### config.mk
export PLATFORM = sky130hd
export DESIGN_NAME = alu_seq_flat
export DESIGN_NICKNAME = d
export VERILOG_FILES = /design/src/rtl/alu_pkg.sv /design/src/rtl/alu_seq_if.sv /design/src/rtl/alu_comb.sv /design/src/rtl/alu_seq.sv /design/src/flat_wrapper.sv
export SDC_FILE = /design/constraint.sdc
export NUM_CORES = 1
export LEC_CHECK = 0
export ABC_AREA = 1
export CORE_MARGIN = 2
export CORE_UTILIZATION = 55
export CTS_BUF_LIST = sky130_fd_sc_hd__clkbuf_8
export DETAILED_ROUTE_END_ITERATION = 12
export GPL_ROUTABILITY_DRIVEN = 0
export PLACE_DENSITY_LB_ADDON = 0.25
export SETUP_SLACK_MARGIN = 0.15
export SLEW_MARGIN = 20
export SYNTH_ARGS = -nofsm -noshare
export SYNTH_HDL_FRONTEND = slang
export SYNTH_SLANG_ARGS = --single-unit
### constraint.sdc
create_clock -name clk -period 3.1 [get_ports clk]
set_input_delay 0.31 -clock clk [delete_from_list [all_inputs] [get_ports clk]]
set_output_delay 0.31 -clock clk [all_outputs]
set_load 0.005 [all_outputs]
### src/rtl/alu_pkg.sv
`default_nettype none
// +------------------------------------------------------------------+
// | Module   : alu_pkg                                               |
// | Brief    : Op codes, state encoding and flag indices for alu_seq |
// | Revision : 1.0                                                   |
// +------------------------------------------------------------------+
package alu_pkg;

    localparam logic [2:0] OP_ADD  = 3'b000;
    localparam logic [2:0] OP_SUB  = 3'b001;
    localparam logic [2:0] OP_AND  = 3'b010;
    localparam logic [2:0] OP_OR   = 3'b011;
    localparam logic [2:0] OP_XOR  = 3'b100;
    localparam logic [2:0] OP_NOTA = 3'b101;
    localparam logic [2:0] OP_MUL  = 3'b110;
    localparam logic [2:0] OP_SHR  = 3'b111;

    localparam logic [1:0] ST_IDLE = 2'd0;
    localparam logic [1:0] ST_RUN  = 2'd1;
    localparam logic [1:0] ST_FIN  = 2'd2;

    localparam int FLAG_ZERO  = 0;
    localparam int FLAG_CARRY = 1;
    localparam int FLAG_SIGN  = 2;
    localparam int FLAG_OVF   = 3;
    localparam int FLAG_W     = 4;

    function automatic logic is_multi(input logic [2:0] op);
        return (op == OP_MUL) || (op == OP_SHR);
    endfunction

endpackage
`default_nettype wire

### src/rtl/alu_seq_if.sv
`default_nettype none
// +------------------------------------------------------------------+
// | Module   : alu_seq_if                                            |
// | Brief    : Request/result bundle between controller and alu_seq  |
// | Revision : 1.0                                                   |
// +------------------------------------------------------------------+
interface alu_seq_if #(
    parameter int WIDTH = 4
);
    logic             start;
    logic [2:0]       op;
    logic [WIDTH-1:0] A;
    logic [WIDTH-1:0] B;
    logic [WIDTH-1:0] R;
    logic             zero;
    logic             carry;
    logic             sign;
    logic             overflow;
    logic             busy;
    logic             done;

    modport master (
        output start, op, A, B,
        input  R, zero, carry, sign, overflow, busy, done
    );

    modport slave (
        input  start, op, A, B,
        output R, zero, carry, sign, overflow, busy, done
    );
endinterface
`default_nettype wire

### src/rtl/alu_comb.sv
`default_nettype none
// +------------------------------------------------------------------+
// | Module   : alu_comb                                              |
// | Brief    : Single-cycle ADD/SUB/logic datapath with carry/ovf    |
// | Revision : 1.0                                                   |
// +------------------------------------------------------------------+
module alu_comb
    import alu_pkg::*;
#(
    parameter int WIDTH = 4
) (
    input  wire logic [2:0]       i_op,
    input  wire logic [WIDTH-1:0] i_a,
    input  wire logic [WIDTH-1:0] i_b,
    output logic      [WIDTH-1:0] o_res,
    output logic                  o_carry,
    output logic                  o_overflow
);
    logic             w_sub;
    logic [WIDTH-1:0] w_b_eff;
    logic [WIDTH:0]   w_sum;

    always_comb begin
        w_sub      = (i_op == OP_SUB);
        w_b_eff    = w_sub ? ~i_b : i_b;
        w_sum      = {1'b0, i_a} + {1'b0, w_b_eff} + {{WIDTH{1'b0}}, w_sub};
        o_res      = '0;
        o_carry    = 1'b0;
        o_overflow = 1'b0;
        case (i_op)
            OP_ADD, OP_SUB: begin
                o_res      = w_sum[WIDTH-1:0];
                o_carry    = w_sum[WIDTH];
                o_overflow = (i_a[WIDTH-1] == w_b_eff[WIDTH-1]) &&
                             (w_sum[WIDTH-1] != i_a[WIDTH-1]);
            end
            OP_AND:  o_res = i_a & i_b;
            OP_OR:   o_res = i_a | i_b;
            OP_XOR:  o_res = i_a ^ i_b;
            OP_NOTA: o_res = ~i_a;
            default: o_res = '0;
        endcase
    end
endmodule
`default_nettype wire

### src/rtl/alu_seq.sv
`default_nettype none
// +------------------------------------------------------------------+
// | Module   : alu_seq                                               |
// | Brief    : WIDTH-bit ALU with start/busy/done and multi-cycle    |
// |            shift-add MUL and bit-serial SHR                      |
// | Revision : 1.0                                                   |
// +------------------------------------------------------------------+
module alu_seq
    import alu_pkg::*;
#(
    parameter int WIDTH = 4
) (
    input wire logic   clk,
    input wire logic   reset_n,
    alu_seq_if.slave   bus
);
    localparam int SW = $clog2(WIDTH);
    localparam int CW = $clog2(WIDTH + 1);

    logic [1:0]         r_state;
    logic [2:0]         r_op;
    logic [CW-1:0]      r_cnt;
    logic [2*WIDTH-1:0] r_acc;
    logic [2*WIDTH-1:0] r_mcand;
    logic [WIDTH-1:0]   r_work;
    logic [WIDTH-1:0]   r_res;
    logic               r_carry;
    logic               r_ovf;

    logic [1:0]         w_state_nxt;
    logic               w_accept;
    logic               w_load;
    logic [WIDTH-1:0]   w_res_nxt;
    logic               w_carry_nxt;
    logic               w_ovf_nxt;
    logic [SW-1:0]      w_shamt;
    logic [2*WIDTH-1:0] w_acc_step;
    logic [WIDTH-1:0]   w_comb_res;
    logic               w_comb_carry;
    logic               w_comb_ovf;
    logic [FLAG_W-1:0]  w_flags;

    // Single-cycle ops are evaluated on the live inputs at the accepting edge.
    alu_comb #(.WIDTH(WIDTH)) u_comb (
        .i_op       (bus.op),
        .i_a        (bus.A),
        .i_b        (bus.B),
        .o_res      (w_comb_res),
        .o_carry    (w_comb_carry),
        .o_overflow (w_comb_ovf)
    );

    assign w_shamt    = bus.B[SW-1:0];
    assign w_acc_step = r_acc + (r_work[0] ? r_mcand : '0);

    always_ff @(posedge clk or negedge reset_n) begin
        if (!reset_n) r_state <= ST_IDLE;
        else          r_state <= w_state_nxt;
    end

    always_comb begin
        w_state_nxt = r_state;
        w_accept    = 1'b0;
        w_load      = 1'b0;
        w_res_nxt   = r_res;
        w_carry_nxt = r_carry;
        w_ovf_nxt   = r_ovf;
        case (r_state)
            ST_IDLE: begin
                if (bus.start) begin
                    w_accept = 1'b1;
                    if (!is_multi(bus.op)) begin
                        w_state_nxt = ST_FIN;
                        w_load      = 1'b1;
                        w_res_nxt   = w_comb_res;
                        w_carry_nxt = w_comb_carry;
                        w_ovf_nxt   = w_comb_ovf;
                    end else if (bus.op == OP_SHR && w_shamt == '0) begin
                        w_state_nxt = ST_FIN;
                        w_load      = 1'b1;
                        w_res_nxt   = bus.A;
                        w_carry_nxt = 1'b0;
                        w_ovf_nxt   = 1'b0;
                    end else begin
                        w_state_nxt = ST_RUN;
                    end
                end
            end
            ST_RUN: begin
                if (r_cnt == CW'(1)) begin
                    w_state_nxt = ST_FIN;
                    w_load      = 1'b1;
                    w_ovf_nxt   = 1'b0;
                    if (r_op == OP_MUL) begin
                        w_res_nxt   = w_acc_step[WIDTH-1:0];
                        w_carry_nxt = |w_acc_step[2*WIDTH-1:WIDTH];
                    end else begin
                        w_res_nxt   = r_work >> 1;
                        w_carry_nxt = r_work[0];
                    end
                end
            end
            ST_FIN:  w_state_nxt = ST_IDLE;
            default: w_state_nxt = ST_IDLE;
        endcase
    end

    // r_work doubles as multiplier (MUL) and the value being shifted (SHR).
    always_ff @(posedge clk or negedge reset_n) begin
        if (!reset_n) begin
            r_op    <= OP_ADD;
            r_cnt   <= '0;
            r_acc   <= '0;
            r_mcand <= '0;
            r_work  <= '0;
            r_res   <= '0;
            r_carry <= 1'b0;
            r_ovf   <= 1'b0;
        end else begin
            if (w_accept) begin
                r_op    <= bus.op;
                r_acc   <= '0;
                r_mcand <= {{WIDTH{1'b0}}, bus.A};
                r_work  <= (bus.op == OP_MUL) ? bus.B : bus.A;
                r_cnt   <= (bus.op == OP_MUL) ? CW'(WIDTH) : CW'(w_shamt);
            end else if (r_state == ST_RUN) begin
                r_cnt  <= r_cnt - CW'(1);
                r_work <= r_work >> 1;
                if (r_op == OP_MUL) begin
                    r_acc   <= w_acc_step;
                    r_mcand <= r_mcand << 1;
                end
            end
            if (w_load) begin
                r_res   <= w_res_nxt;
                r_carry <= w_carry_nxt;
                r_ovf   <= w_ovf_nxt;
            end
        end
    end

    always_comb begin
        w_flags             = '0;
        w_flags[FLAG_ZERO]  = (r_res == '0);
        w_flags[FLAG_CARRY] = r_carry;
        w_flags[FLAG_SIGN]  = r_res[WIDTH-1];
        w_flags[FLAG_OVF]   = r_ovf;
    end

    assign bus.R        = r_res;
    assign bus.zero     = w_flags[FLAG_ZERO];
    assign bus.carry    = w_flags[FLAG_CARRY];
    assign bus.sign     = w_flags[FLAG_SIGN];
    assign bus.overflow = w_flags[FLAG_OVF];
    assign bus.busy     = (r_state != ST_IDLE);
    assign bus.done     = (r_state == ST_FIN);
endmodule
`default_nettype wire
### src/flat_wrapper.sv
// flat-port wrapper written by rule: the top's interface ports become plain ports
module alu_seq_flat import alu_pkg::*;
#(
    parameter int WIDTH = 4
)
  (clk, reset_n, bus_start, bus_op, bus_A, bus_B, bus_R, bus_zero, bus_carry, bus_sign, bus_overflow, bus_busy, bus_done);
  alu_seq_if #(.WIDTH(WIDTH)) bus_i ();
  input wire logic clk;
  input wire logic reset_n;
  input wire logic [$bits(bus_i.start)-1:0] bus_start;
  input wire logic [$bits(bus_i.op)-1:0] bus_op;
  input wire logic [$bits(bus_i.A)-1:0] bus_A;
  input wire logic [$bits(bus_i.B)-1:0] bus_B;
  output wire logic [$bits(bus_i.R)-1:0] bus_R;
  output wire logic [$bits(bus_i.zero)-1:0] bus_zero;
  output wire logic [$bits(bus_i.carry)-1:0] bus_carry;
  output wire logic [$bits(bus_i.sign)-1:0] bus_sign;
  output wire logic [$bits(bus_i.overflow)-1:0] bus_overflow;
  output wire logic [$bits(bus_i.busy)-1:0] bus_busy;
  output wire logic [$bits(bus_i.done)-1:0] bus_done;
  assign bus_i.start = bus_start;
  assign bus_i.op = bus_op;
  assign bus_i.A = bus_A;
  assign bus_i.B = bus_B;
  assign bus_R = bus_i.R;
  assign bus_zero = bus_i.zero;
  assign bus_carry = bus_i.carry;
  assign bus_sign = bus_i.sign;
  assign bus_overflow = bus_i.overflow;
  assign bus_busy = bus_i.busy;
  assign bus_done = bus_i.done;
  alu_seq #(.WIDTH(WIDTH)) u_core (.clk(clk), .reset_n(reset_n), .bus(bus_i));
endmodule
[After elaboration in Yosys (flattened, before gate mapping)]
Index checks and enable logic that the tools add are counted.
Cells by class
  add/subtract/negate cells: 4
  reduce and logical (&&, ||, !) cells: 16
  bitwise gates (word level): 5
  muxes and demuxes: 45
  eq/ne operators: 16
Operators with widths (count)
  $mux 8: 7
  $mux 4: 9
  $pmux 4 s5: 1
  $mux 1: 16
  $eq 3x3->1 const B: 5
  $mux 3: 3
  $add 8x8->8: 1
  $mux 2: 4
  $not 4->4: 2
  $pmux 4 s2: 1
  $reduce_bool 2->1: 4
  $eq 3x1->1 const B: 2
  $eq 3x2->1 const B: 2
  $pmux 1 s2: 3
  $add 4x4->5: 1
  $add 5x1->5: 1
  $reduce_and 5->1: 1
  $and 4x4->4: 1
  $logic_not 2->1: 2
  $logic_not 4->1: 1
  $or 4x4->4: 1
  $pmux 2 s2: 1
  $reduce_and 2->1: 2
  $reduce_or 4->1: 1
  13 further kinds: 14
Word-level totals
  input bits: 14
  bits in registers: 34
  logic and storage cells: 95
  output and inout port bits: 10

[Longest topological paths before layout]
  depth after elaboration: 10
  depth in mapped cells: 16
  mapped depth without buffers: 16

[Modules after synthesis]
From an unflattened synthesis, not the netlist that was laid out.
Unflattened totals
  cells, all modules: 354
  area, all modules: 2680.1 um^2
Modules (own cells, without submodules)
  alu_seq: area an instance 2155.8 um^2, sequential area each 850.8 um^2, cells each 277, times used 1
  alu_comb: area an instance 524.3 um^2, sequential area each 0.0 um^2, cells each 77, times used 1

[Worst setup path before layout]
No wires, ideal clock.
  kind: register to register
  start: register u_core.r_work[0]
  end: register u_core.r_carry (netlist: u_core.bus.carry)
  data arrival time: 1.812 ns
  path buffers: 1
  required time: 2.987 ns
  setup time: 0.113 ns
  period minus slack after synthesis: 1.925 ns
  cell stages (with the launch flop): 13
  path slack: 1.175 ns
  cell sequence: dfrtp_1 -> clkbuf_1 -> nand2_1 -> inv_1 -> ha_1 -> fa_1 -> a31oi_1 -> xor2_1 -> nand2_1 -> nand2_1 -> nand3_1 -> nand2_1 -> inv_1
On the way
  word-level cells in the longest chain between the ends: 6
Ends and longest elaborated chain
  start, declared: RTL line alu_seq.sv:25  | logic [WIDTH-1:0] r_work;
  start signal, assigned: RTL line alu_seq.sv:124  | r_work <= (bus.op == OP_MUL) ? bus.B : bus.A;
  start signal, assigned: RTL line alu_seq.sv:128  | r_work <= r_work >> 1;
  $mux 8: RTL line alu_seq.sv:54  | assign w_acc_step = r_acc + (r_work[0] ? r_mcand : '0);
  $add 8x8->8: RTL line alu_seq.sv:54
  $reduce_or 4->1: RTL line alu_seq.sv:96  | w_carry_nxt = |w_acc_step[2*WIDTH-1:WIDTH];
  $mux 1 *: RTL line alu_seq.sv:94  | if (r_op == OP_MUL) begin
  $mux 1 *: RTL line alu_seq.sv:90  | if (r_cnt == CW'(1)) begin
  $pmux 1 s2 *: RTL line alu_seq.sv:68  | case (r_state)
  end signal, assigned: RTL line alu_seq.sv:136  | r_carry <= w_carry_nxt;
  end, declared: RTL line alu_seq.sv:27  | logic r_carry;
Every way passes the cells marked *; elsewhere a longest branch is shown, timed or not. The select of a mux whose other input is x is not followed.
A chain may end at the register's enable or synchronous reset.

[Final worst setup path]
  start: input bus_op[2]
  end: register u_core.r_carry (netlist: u_core.bus.carry)
On the way
  word-level cells in the longest chain between the ends: 8
  elaborated cells on any way between the ends: 20
  classes of those cells: add/sub: 2; eq/ne: 4; mux: 9; reduce/logical: 5
Ends and longest elaborated chain
  start, declared: RTL line flat_wrapper.sv:11  | input wire logic [$bits(bus_i.op)-1:0] bus_op;
  $eq 3x1->1: RTL line alu_comb.sv:24, alu_comb.sv:30
  $mux 4: RTL line alu_comb.sv:25  | w_b_eff = w_sub ? ~i_b : i_b;
  $add 4x4->5: RTL line alu_comb.sv:26  | w_sum = {1'b0, i_a} + {1'b0, w_b_eff} + {{WIDTH{1'b0}}, w_sub};
  $add 5x1->5: RTL line alu_comb.sv:26
  $mux 1: RTL line alu_comb.sv:30  | case (i_op)
  $mux 1: RTL line alu_seq.sv:72  | if (!is_multi(bus.op)) begin
  $mux 1: RTL line alu_seq.sv:70  | if (bus.start) begin
  $pmux 1 s2: RTL line alu_seq.sv:68
Parallel ways exist; a longest one is shown, timed or not. The select of a mux whose other input is x is not followed.

==> summary by stage <==
Critical path
Traced cell by cell, the critical path runs through clkdlybuf4s50_1 > nor2_1 > nand2_1 > xor2_1 > inv_1 > fa_1 > inv_1 > nand2_1 > a21oi_1 > o21ai_0 > nand2_1 > nor2_1 > nand2_1 > inv_1 > nand3_1 > nand2_1 > inv_1. At the worst endpoint, the arrival time is between 2 and 3 ns. The type of the worst setup path is input port to flop. The startpoint type of the worst setup path is an input port.

The cell seen most often among critical-path stages is sky130_fd_sc_hd__nand2_1. In this design, the largest share of critical-path delay is due to buffers and inverters. The largest stage delay on the critical path is 0.54 ns. The cell at the slowest stage of the critical path is sky130_fd_sc_hd__clkdlybuf4s50_1.

Counting both buffers and inverters, the worst setup path holds a total of 5. STA classifies the critical path endpoint as a flop. The worst path required time is about 3.3 ns. The largest fanout of any net on the critical path is 7.

CTS
TritonCTS built the clock tree. The deepest level of the CTS H-tree is 2. The post-cts sizing count is 0.

The setup fix buffers added after clock tree synthesis is 0. Clock-pin slew was measured on the worst setup and hold paths at approximately 0.07 ns. The clock reaches the later pin of the worst-skew pair after around 0.28 ns. The number of buffers inserted by hold repair at cts is 0. Clock tree synthesis selected as its root buffer the cell sky130_fd_sc_hd__clkbuf_8. Clock tree synthesis inserted a total of 5 buffers. The clock drives 34 sinks. The clock passes through at most 2 buffers.

STA
The worst pin sits at a relative slew slack of 62.0%. The final clock skew is around 0.0032 ns. For the final routed database, the setup TNS stands at 0 ns. Setup violations remaining at the end of the flow were counted as 0. After layout, the worst path uses approximately four fifths of the clock period. The shortest period the worst path allows is 2.45 ns. Static timing analysis puts the maximum clock frequency at 409 MHz. The total count of hold-check failures in the final report came to 0.

Setup repair after global routing left no endpoint under its margin. The number of slew-limit violations in the final report is 0. For the pin with the worst max-slew slack, the measured transition is roughly 0.57 ns.

Placed design
Buffers placed on the I/O ports in this run total 23. The instance count after placement with tap cells included is 399. The placed wire-length estimate is around 4.5 mm.

GRT
The met1 track demand over resource is roughly 33%. The global routing usage on met3 is 3.85%. The number of antenna violations at the first check in global routing is 0. The via count of the first global-routing pass is roughly 2.2k.

Entering global routing, the biggest net connects 35 pins. The routing usage on met2 is 44.5%. The first global-routing pass estimated 10.2 mm of wire. The remaining global-route overflow is 0. Global routing used about 26% of the available tracks. met2 is the most crowded layer.

Finish
The non-filler instance count after layout is between 400 and 500. From synthesis to final layout, the design area changed by 14.3%. The fill cell total of the finished layout is 422. The diode insertion count for antenna repair is 0. The share of post-route cells with drive strength above 1 is around 5.4%. For this run, the share of the core covered by cells in the final layout is about two thirds. The final layout contains slightly below 400 nets.

Synthesis
The post-synthesis adder-cell area fraction is about an eighth. The net count of the mapped netlist is 365. By area, the combinational part of the netlist is dominated by simple AND/OR/NAND/NOR gates. Counting distinct cell types in the post-synthesis netlist gives 35. For this run, the number of Yosys warnings is 0. The synthesized netlist occupies a cell area of 2450 um^2.

The mux contribution to synthesized area is 0%. The number of enable flip-flop cells after synthesis is 0. Synthesis produced 329 cells. The most common cell in the synthesized netlist is sky130_fd_sc_hd__nand2_1. The post-synthesis share of cell area spent on and, or, nand and nor gates is between 20% and 30%.

Sorting the synthesized cells by area gives the leading types as sky130_fd_sc_hd__dfrtp_1 (35%), sky130_fd_sc_hd__nand2_1 (11%), sky130_fd_sc_hd__ha_1 (10%). The average instance in the mapped netlist occupies around 7.5 um^2. The commonest cells after synthesis are sky130_fd_sc_hd__nand2_1 (71), sky130_fd_sc_hd__inv_1 (50), sky130_fd_sc_hd__dfrtp_1 (34). After synthesis, flip-flops and latches occupy between 30% and 40% of the total area. Summing the areas of all xor and xnor instances in the mapped netlist gives 2.50% of the synthesized area. The share of flip-flops with an asynchronous set or reset after synthesis is 100%. The primary flip-flop cell chosen by synthesis mapping is sky130_fd_sc_hd__dfrtp_1. The compound-gate portion of the synthesized area is 16.4%.

The number of synthesized register bits is 34. The share of synthesized area in the top cell type comes to about a third. sky130_fd_sc_hd__dfrtp_1 takes more of the synthesized area than any other cell.

Route
In the routed layout, each cell is associated on average with a via count of roughly 5.7. The residual DRC count is 0. The DRC marker count from the first detailed-route iteration is 190. The count of vias placed by the detailed router is 2300. After detailed routing, the total wire length is ~5.9 mm.

The detail route stage leaves a number of antenna-violating nets equal to 0. The number of iterations in the first detailed-routing pass is 5. In the final routed layout, each cell accounts on average for 14.5 um.

Outcome
The run finished with clean final reports.

Min path
The worst hold path belongs to the class input port to asynchronous set/reset pin.

Pwr
In this run the power density over the cells is around 600 nW/um^2. IR analysis of the VDD net gives a maximum drop of ~0.37 mV. The total design power is 0.00168 W.

In this run the static leakage power is roughly 1.5 nW.

Floorplan
The total number of placement rows is 24. During I/O placement, the number of pins put on the boundary was 24. For this configuration, the core starts out at a cell density of between 50% and 60%.

The area inside the core boundary is around 4300 um^2. The area of the die is about 5000 um^2. From bottom edge to top edge, the die measures between 70 and 80 um. The die width is around 71 um.

Flow run
Max-cap violations in this run came to 0.
==> power by group <==
group	switching (W)	total (W)	internal, W	leakage (nW)
logic	0.000403	0.000692	0.000289	1.02
registers	0.0000930	0.000669	0.000576	0.438
clock network	0.000152	0.000323	0.000171	0.0431
total	0.000648	0.00168	0.00104	1.50
==> area by class of cell <==
class | instances | area [um^2] | area share [%]
Clock buffer | 6 | 82.6 | 2.94
Inverter | 54 | 203 | 7.22
Multi-Input combinational cell | 234 | 1360 | 48.5
Sequential cell | 34 | 851 | 30.3
Tap cell | 52 | 65.1 | 2.32
Timing Repair Buffer | 25 | 245 | 8.74
==> state kept, by name, summed over array words and instances, names as in the netlist, 2 cells and up <==
register and count:
u_core.r_work 4, u_core.bus.R 4, u_core.r_acc 8, u_core.r_mcand 8, u_core.r_cnt 3, u_core.r_op 3, u_core.r_state 2
==> per-stage QoR <==
step,hold WS (ns),area (um^2),worst slack [ns]
after global routing,0.461,2810,0.465
final,0.433,2810,0.652
after CTS,0.442,2810,0.667
after detailed placement,0.473,2720,0.362
after global placement,0.465,2720,0.469
after floorplan,0.0144,2450,1.18
==> worst reg2reg max path, cell delays in order, from the launching register on <==
cell and delay [ns]:
sky130_fd_sc_hd__dfrtp_1 0.50, sky130_fd_sc_hd__nand2_1 0.10, sky130_fd_sc_hd__inv_1 0.04, sky130_fd_sc_hd__ha_1 0.20
sky130_fd_sc_hd__fa_1 0.44, sky130_fd_sc_hd__nand4_1 0.15, sky130_fd_sc_hd__nand3_1 0.11, sky130_fd_sc_hd__nand2_1 0.08
sky130_fd_sc_hd__nand3_1 0.11, sky130_fd_sc_hd__nand2_1 0.10, sky130_fd_sc_hd__inv_1 0.04, sky130_fd_sc_hd__nand3_1 0.07
sky130_fd_sc_hd__nand2_1 0.05, sky130_fd_sc_hd__inv_1 0.04
==> kinds of logic after synthesis <==
| logic type | Yosys count |
|---|---|
| and+or+nand+nor | 136 |
| DFF | 34 |
| xor gates and xnor gates | 7 |
| AOI/OAI and AO/OA | 69 |
| buffers and inverters | 61 |
| adders and majority gates | 22 |
==> cells in the final DEF (no fill, tap or decap), drive strengths merged <==
master and count:
o2bb2ai 1, a21o 1, or2 1, ha 20, nor4 1, inv 54
clkbuf 6, o22ai 8, o2111ai 2, a22oi 2, nor3 1, nor2 25
dfrtp 34, buf 2, nand4 3, fa 2, a21oi 19, a21boi 1
nand2 74, o21ai 27, clkdlybuf4s50 23, xor2 7, o21bai 1, o211ai 2
nand3 30, o21a 1, nand3b 1, a31oi 4
==> metal layers <==
| layer | up-vias | part of all wire, % |
|---|---|---|
| li1 | 1132 | - |
| met1 | 1080 | 42 |
| met2 | 76 | 51 |
| met3 | 12 | 5.3 |
| met4 | 0 | 1.9 |
| met5 | - | 0 |
==> final timing paths <==
kind	start	endpoint	slack (ns)	cells after the start
max	bus_op[2]	u_core.bus.carry$_DFFE_PN0P_	0.65	17
min	reset_n	u_core.r_mcand[4]$_DFFE_PN0P_	0.43	2
max reg2reg	u_core.r_work[0]$_DFFE_PN0P_	u_core.bus.carry$_DFFE_PN0P_	1.03	13
max in group asynchronous	reset_n	u_core.bus.overflow$_DFFE_PN0P_	2.35	2
min reg2reg	u_core.bus.overflow$_DFFE_PN0P_	u_core.bus.overflow$_DFFE_PN0P_	0.48	2
min in group clk	u_core.bus.overflow$_DFFE_PN0P_	u_core.bus.overflow$_DFFE_PN0P_	0.48	2
Note: power is estimated with default switching activity, not from simulation.
==> RTL edit 1: new RTL, same flow settings <==
`WIDTH` is set to 4 in 4 places; all go to 16.
--- a/src/rtl/alu_seq_if.sv
+++ b/src/rtl/alu_seq_if.sv
@@ -7,3 +7,3 @@
 interface alu_seq_if #(
-    parameter int WIDTH = 4
+    parameter int WIDTH = 16
 );
--- a/src/rtl/alu_comb.sv
+++ b/src/rtl/alu_comb.sv
@@ -9,3 +9,3 @@
 #(
-    parameter int WIDTH = 4
+    parameter int WIDTH = 16
 ) (
--- a/src/rtl/alu_seq.sv
+++ b/src/rtl/alu_seq.sv
@@ -10,3 +10,3 @@
 #(
-    parameter int WIDTH = 4
+    parameter int WIDTH = 16
 ) (
--- a/src/flat_wrapper.sv
+++ b/src/flat_wrapper.sv
@@ -3,3 +3,3 @@
 #(
-    parameter int WIDTH = 4
+    parameter int WIDTH = 16
 )
Interface: changed (resized bus_A, bus_B and bus_R); port bits go from 24 to 60. The function was not compared with the original's and may differ.
==> RTL edit 1 against the unedited design <==
- largest power group unchanged
- sequential power rose to 3.2 times the old value
- area after synthesis rose to 3.9 times the old value
- design area rose to 3.8 times the old value
- sequential cell count up 74
- wire length rose to 4.8 times the old value
- register-to-register slack worse by 780 ps
- power rose to 3.4 times the old value
- sequential share of layout area down 5.2 points
- worst setup slack worse by 400 ps
- critical endpoint unchanged
- highest routed layer unchanged
==> RTL edit 1: results (changes against the unedited design) <==
Worst setup path
  – CP arrival: 3130 ps (+450 ps)
  – Worst path max stage delay: 440 ps (-100 ps)
  – Crit-path slowest cell: dfrtp_1
  – Crit-path max FO: 14 (+7)
  – Crit start category: flop

Power
  – Clock power frac: 18.5% (-0.7 points)
  – Comb power: 2.44 mW (+250%)
  – Leakage: 5.91 nW (+290%)
  – Tot Pwr: 5.64 mW (+240%)
  – Peak supply drop: 293 uV (-22%)
  – Internal: 3.26 mW (+220%)

Layout
  – FF+latch count: 108 (+220%)
  – Fraction of area in registers: 25.2% (-5.2 points)
  – Fill cells: 1597 (+280%)
  – Share of layout cells above drive strength 1: 4.90% (-0.48 points)
  – Clock-cell share of area: 2.26% (-0.68 points)
  – Nonclk buf count: 86 (+240%)
  – Signal buf overhead: 7.50% (-1.2 points)
  – Signal inverters: 243 (+350%)
  – Layout area overhead: 12.1%
  – Area occupied by multi-input gates: 5790 um^2 (+330%)

GRT
  – Maximum number of pins on one net before global-route repair: 82 (+130%)
  – Total GRT Usage: 31.1% (+5.4 points)
  – First-pass GRT wire length: 45600 um (+350%)

Placed design
  – Placed Instances: 1738 (+340%)
  – Dpl ws: 9.38 ps (-353 ps)
  – Buffers on Ports: 59 (+160%)
  – DP HPWL: 21600 um (+380%)

Yosys
  – Register area share after synthesis: 28.2% (-6.4 points)
  – Post-Syn Instances: 1477 (+350%)
  – Post-Syn Area: 9580 um^2 (+290%)
  – Post-synth top cells: nand2_1 (415), inv_1 (241), nor2_1 (132)
  – Area contributors post-synth: dfrtp_1 (28%), nand2_1 (16%), ha_1 (10%), inv_1 (9.4%), nand3_1 (6.5%)

Clock network
  – Post-CTS Hold Buffers: 1 (+1)
  – Clk slew on worst S/H paths: 120 ps (+50 ps)
  – Number of CTS-inserted buffers: 9 (+4)
  – Htree depth: 3 (+1)
  – Clock latency at the later pin of the worst-skew pair: 400 ps (+120 ps)

Drt
  – Vias per cell: 5.65 (-0.57%)
  – Pre-Repair DR Iteration Count: 6 (+1)
  – Avg WL per Cell: 16.0 um (+10%)

STA
  – Slew Limit Headroom: 33.8% (-28 points)
  – Final setup skew: 25.1 ps (+21.9 ps)

Outcome
  – Status: finished, final reports clean
-- RTL edit 1: logic make-up after synthesis --
logic type      synth area share (%)
fa+ha+maj                       10.9
buf+inv                         11.9
xor+xnor                        1.74
compound gates                  16.8
flops                           28.2
simple gates                    30.5
-- RTL edit 1: worst paths after layout --
kind / to / cells after the start / slack [ps]
worst max-delay path: u_core.bus.carry / 19 / 250
worst min-delay path: u_core.r_work[13] / 2 / 370
worst max register to register: u_core.bus.carry / 19 / 250
worst min register to register: u_core.r_op[2] / 2 / 500
max in group asynchronous: u_core.r_acc[3] / 3 / 1950
min in group clk: u_core.r_op[2] / 2 / 500
-- RTL edit 1: per-layer routing --
| layer | vias up | wire (um) | track usage, % | share of wire, % |
|---|---|---|---|---|
| li1 | 4891 | - | - | - |
| met2 | 411 | 12800 | 51.3 | 46 |
| met4 | 0 | 1320 | 14.9 | 4.7 |
| met1 | 4524 | 12000 | 40.6 | 43 |
| met5 | - | 0 | 0 | 0 |
| met3 | 84 | 1900 | 3.73 | 6.8 |
==> RTL edit 2: new RTL, same flow settings <==
Without the edit above. Make the reset (`reset_n`) synchronous in 2 clocked blocks.
--- a/src/rtl/alu_seq.sv
+++ b/src/rtl/alu_seq.sv
@@ -55,3 +55,3 @@
 
-    always_ff @(posedge clk or negedge reset_n) begin
+    always_ff @(posedge clk) begin
         if (!reset_n) r_state <= ST_IDLE;
@@ -108,3 +108,3 @@
     // r_work doubles as multiplier (MUL) and the value being shifted (SHR).
-    always_ff @(posedge clk or negedge reset_n) begin
+    always_ff @(posedge clk) begin
         if (!reset_n) begin
Function: differs if reset_n is asserted again (counterexample within 4 cycles, from zero or initial values and one cycle with reset_n low); with reset_n held inactive, the same outputs for 10 cycles.
==> RTL edit 2 against the unedited design <==
- die area down 2.1%
- wire length down 2.2%
- hold slack better by 35 ps
- sequential cell count is the same
- design area grew 0.76%
- non-clock buffer count up 1
- critical endpoint is now u_core.bus.R[1]
- worst setup slack improved by 12 ps
- area after synthesis down 2.2%
Power is not compared: it rests on default switching activity, and its combinational part moved more than twofold at a synthesized area within 25%.
==> RTL edit 2: results (changes against the unedited design) <==
GRT
  – Vias in the first global route: 2144 (-3.9%)
  – First-pass GRT wire length: 9830 um (-4.0%)
  – Maximum number of pins on one net before global-route repair: 19 (-46%)

Yosys
  – Register area share after synthesis: 28.3% (-6.3 points)
  – Area contributors post-synth: dfxtp_1 (28%), nand2_1 (11%), ha_1 (10%), inv_1 (8.1%), a21oi_1 (6.9%)
  – Synth unique cells: 34 (-2.9%)
  – Net Count, Synth: 395 (+8.2%)
  – Asr flop ratio synth: 0% (-100 points)
  – Syn avg cell area: 6.69 um^2 (-10%)

Drt
  – Pre-Repair DR Iteration Count: 4 (-1)
  – Vias per cell: 5.33 (-6.2%)
  – Drt initial violations: 151 (-21%)
  – Via count: 2339 (+1.7%)

Outcome
  – Status: finished, final reports clean

Worst setup path
  – Crit-path max FO: 6 (-1)
  – Worst path max stage delay: 510 ps (-30 ps)
  – Reg-to-Reg Start: u_core.r_work[0]
  – R2r endpoint: u_core.bus.carry
  – CP arrival: 2610 ps (-70 ps)
  – Flop-to-flop setup slack: 940 ps (-90 ps)

STA
  – Final setup skew: 10.9 ps (+7.69 ps)
  – Worst-margin pin slew: 423 ps (-143 ps)

Layout
  – Fill cells: 392 (-7.1%)
  – Net count, final: 422 (+8.2%)
  – Share of layout cells above drive strength 1: 7.24% (+1.9 points)

Placed design
  – DP HPWL: 4520 um (+0.12%)
  – Placed Instances: 431 (+8.0%)

Clock network
  – CTS-repair resized insts: 0 (unchanged)
  – CTS max path bufs: 2 (unchanged)

Min path
  – Worst Hold Path EP: u_core.r_op[2]
  – HP Class: reg2reg
==> RTL edit 2: final cells by class <==
type	instances	area, um^2	share of cell area (%)
clock inverters	3	68.8	2.43
inverters	60	230	8.14
repair buffers	26	253	8.94
clock buffers	5	68.8	2.43
flip-flops and latches	34	681	24.1
well taps	52	65.1	2.30
multi-input cells	259	1460	51.7
==> RTL edit 2: metrics by stage <==
stage / setup slack (ps) / cell area, um^2 / hold WS (ps) / util, %
after detailed placement: 377 / 2690 / 449 / 63.1
after floorplan: 1200 / 2400 / 428 / -
after CTS: 687 / 2830 / 466 / 66.3
after global placement: 501 / 2690 / 446 / 63.1
after global routing: 516 / 2830 / 488 / 66.3
final: 664 / 2830 / 469 / 66.3
==> RTL edit 2: routing by layer <==
| layer | wire (um) | vias up | track usage [%] |
|---|---|---|---|
| met1 | 2610 | 1067 | 31.4 |
| met2 | 2800 | 50 | 43.3 |
| li1 | - | 1217 | - |
| met5 | 0 | - | 0 |
| met3 | 256 | 5 | 4.76 |
| met4 | 57 | 0 | 6.41 |
==> RTL edit 2: cell families (layout without fill, tap and decap cells) <==
family | count (synthesis) | count (layout) | synth area share, %
simple gates | 153 | 153 | 28.3
xor+xnor | 7 | 7 | 2.55
buf+inv | 66 | 94 | 10.8
compound gates | 77 | 77 | 17.9
fa+ha+maj | 22 | 22 | 12.1
flops | 34 | 34 | 28.3
==> RTL edit 2: worst max-delay path by stage <==
| stage | start | end | slack [ps] | cells past startpoint |
|---|---|---|---|---|
| after CTS | bus_op[2] | u_core.bus.R[1] | 690 | 11 |
| after detailed placement | bus_op[2] | u_core.bus.R[1] | 380 | 11 |
| after floorplan | bus_op[2] | u_core.bus.R[1] | 1200 | 10 |
| final | bus_op[2] | u_core.bus.R[1] | 660 | 11 |
| after global routing | bus_op[2] | u_core.bus.R[2] | 520 | 12 |
| after global placement | bus_op[2] | u_core.bus.carry | 500 | 13 |
==> RTL edit 2: power breakdown <==
| group | internal (mW) | switching (mW) |
|---|---|---|
| sequential | 0.464 | 0.0235 |
| clock | 0.322 | 0.172 |
| combinational | 0.105 | 0.142 |
| total | 0.891 | 0.337 |
==> RTL edit 2: critical path: cells and delay by family <==
family	cells	cell delay (ps)
buf+inv	2	590
xor+xnor	1	210
compound gates	3	330
simple gates	4	660
fa+ha+maj	1	500
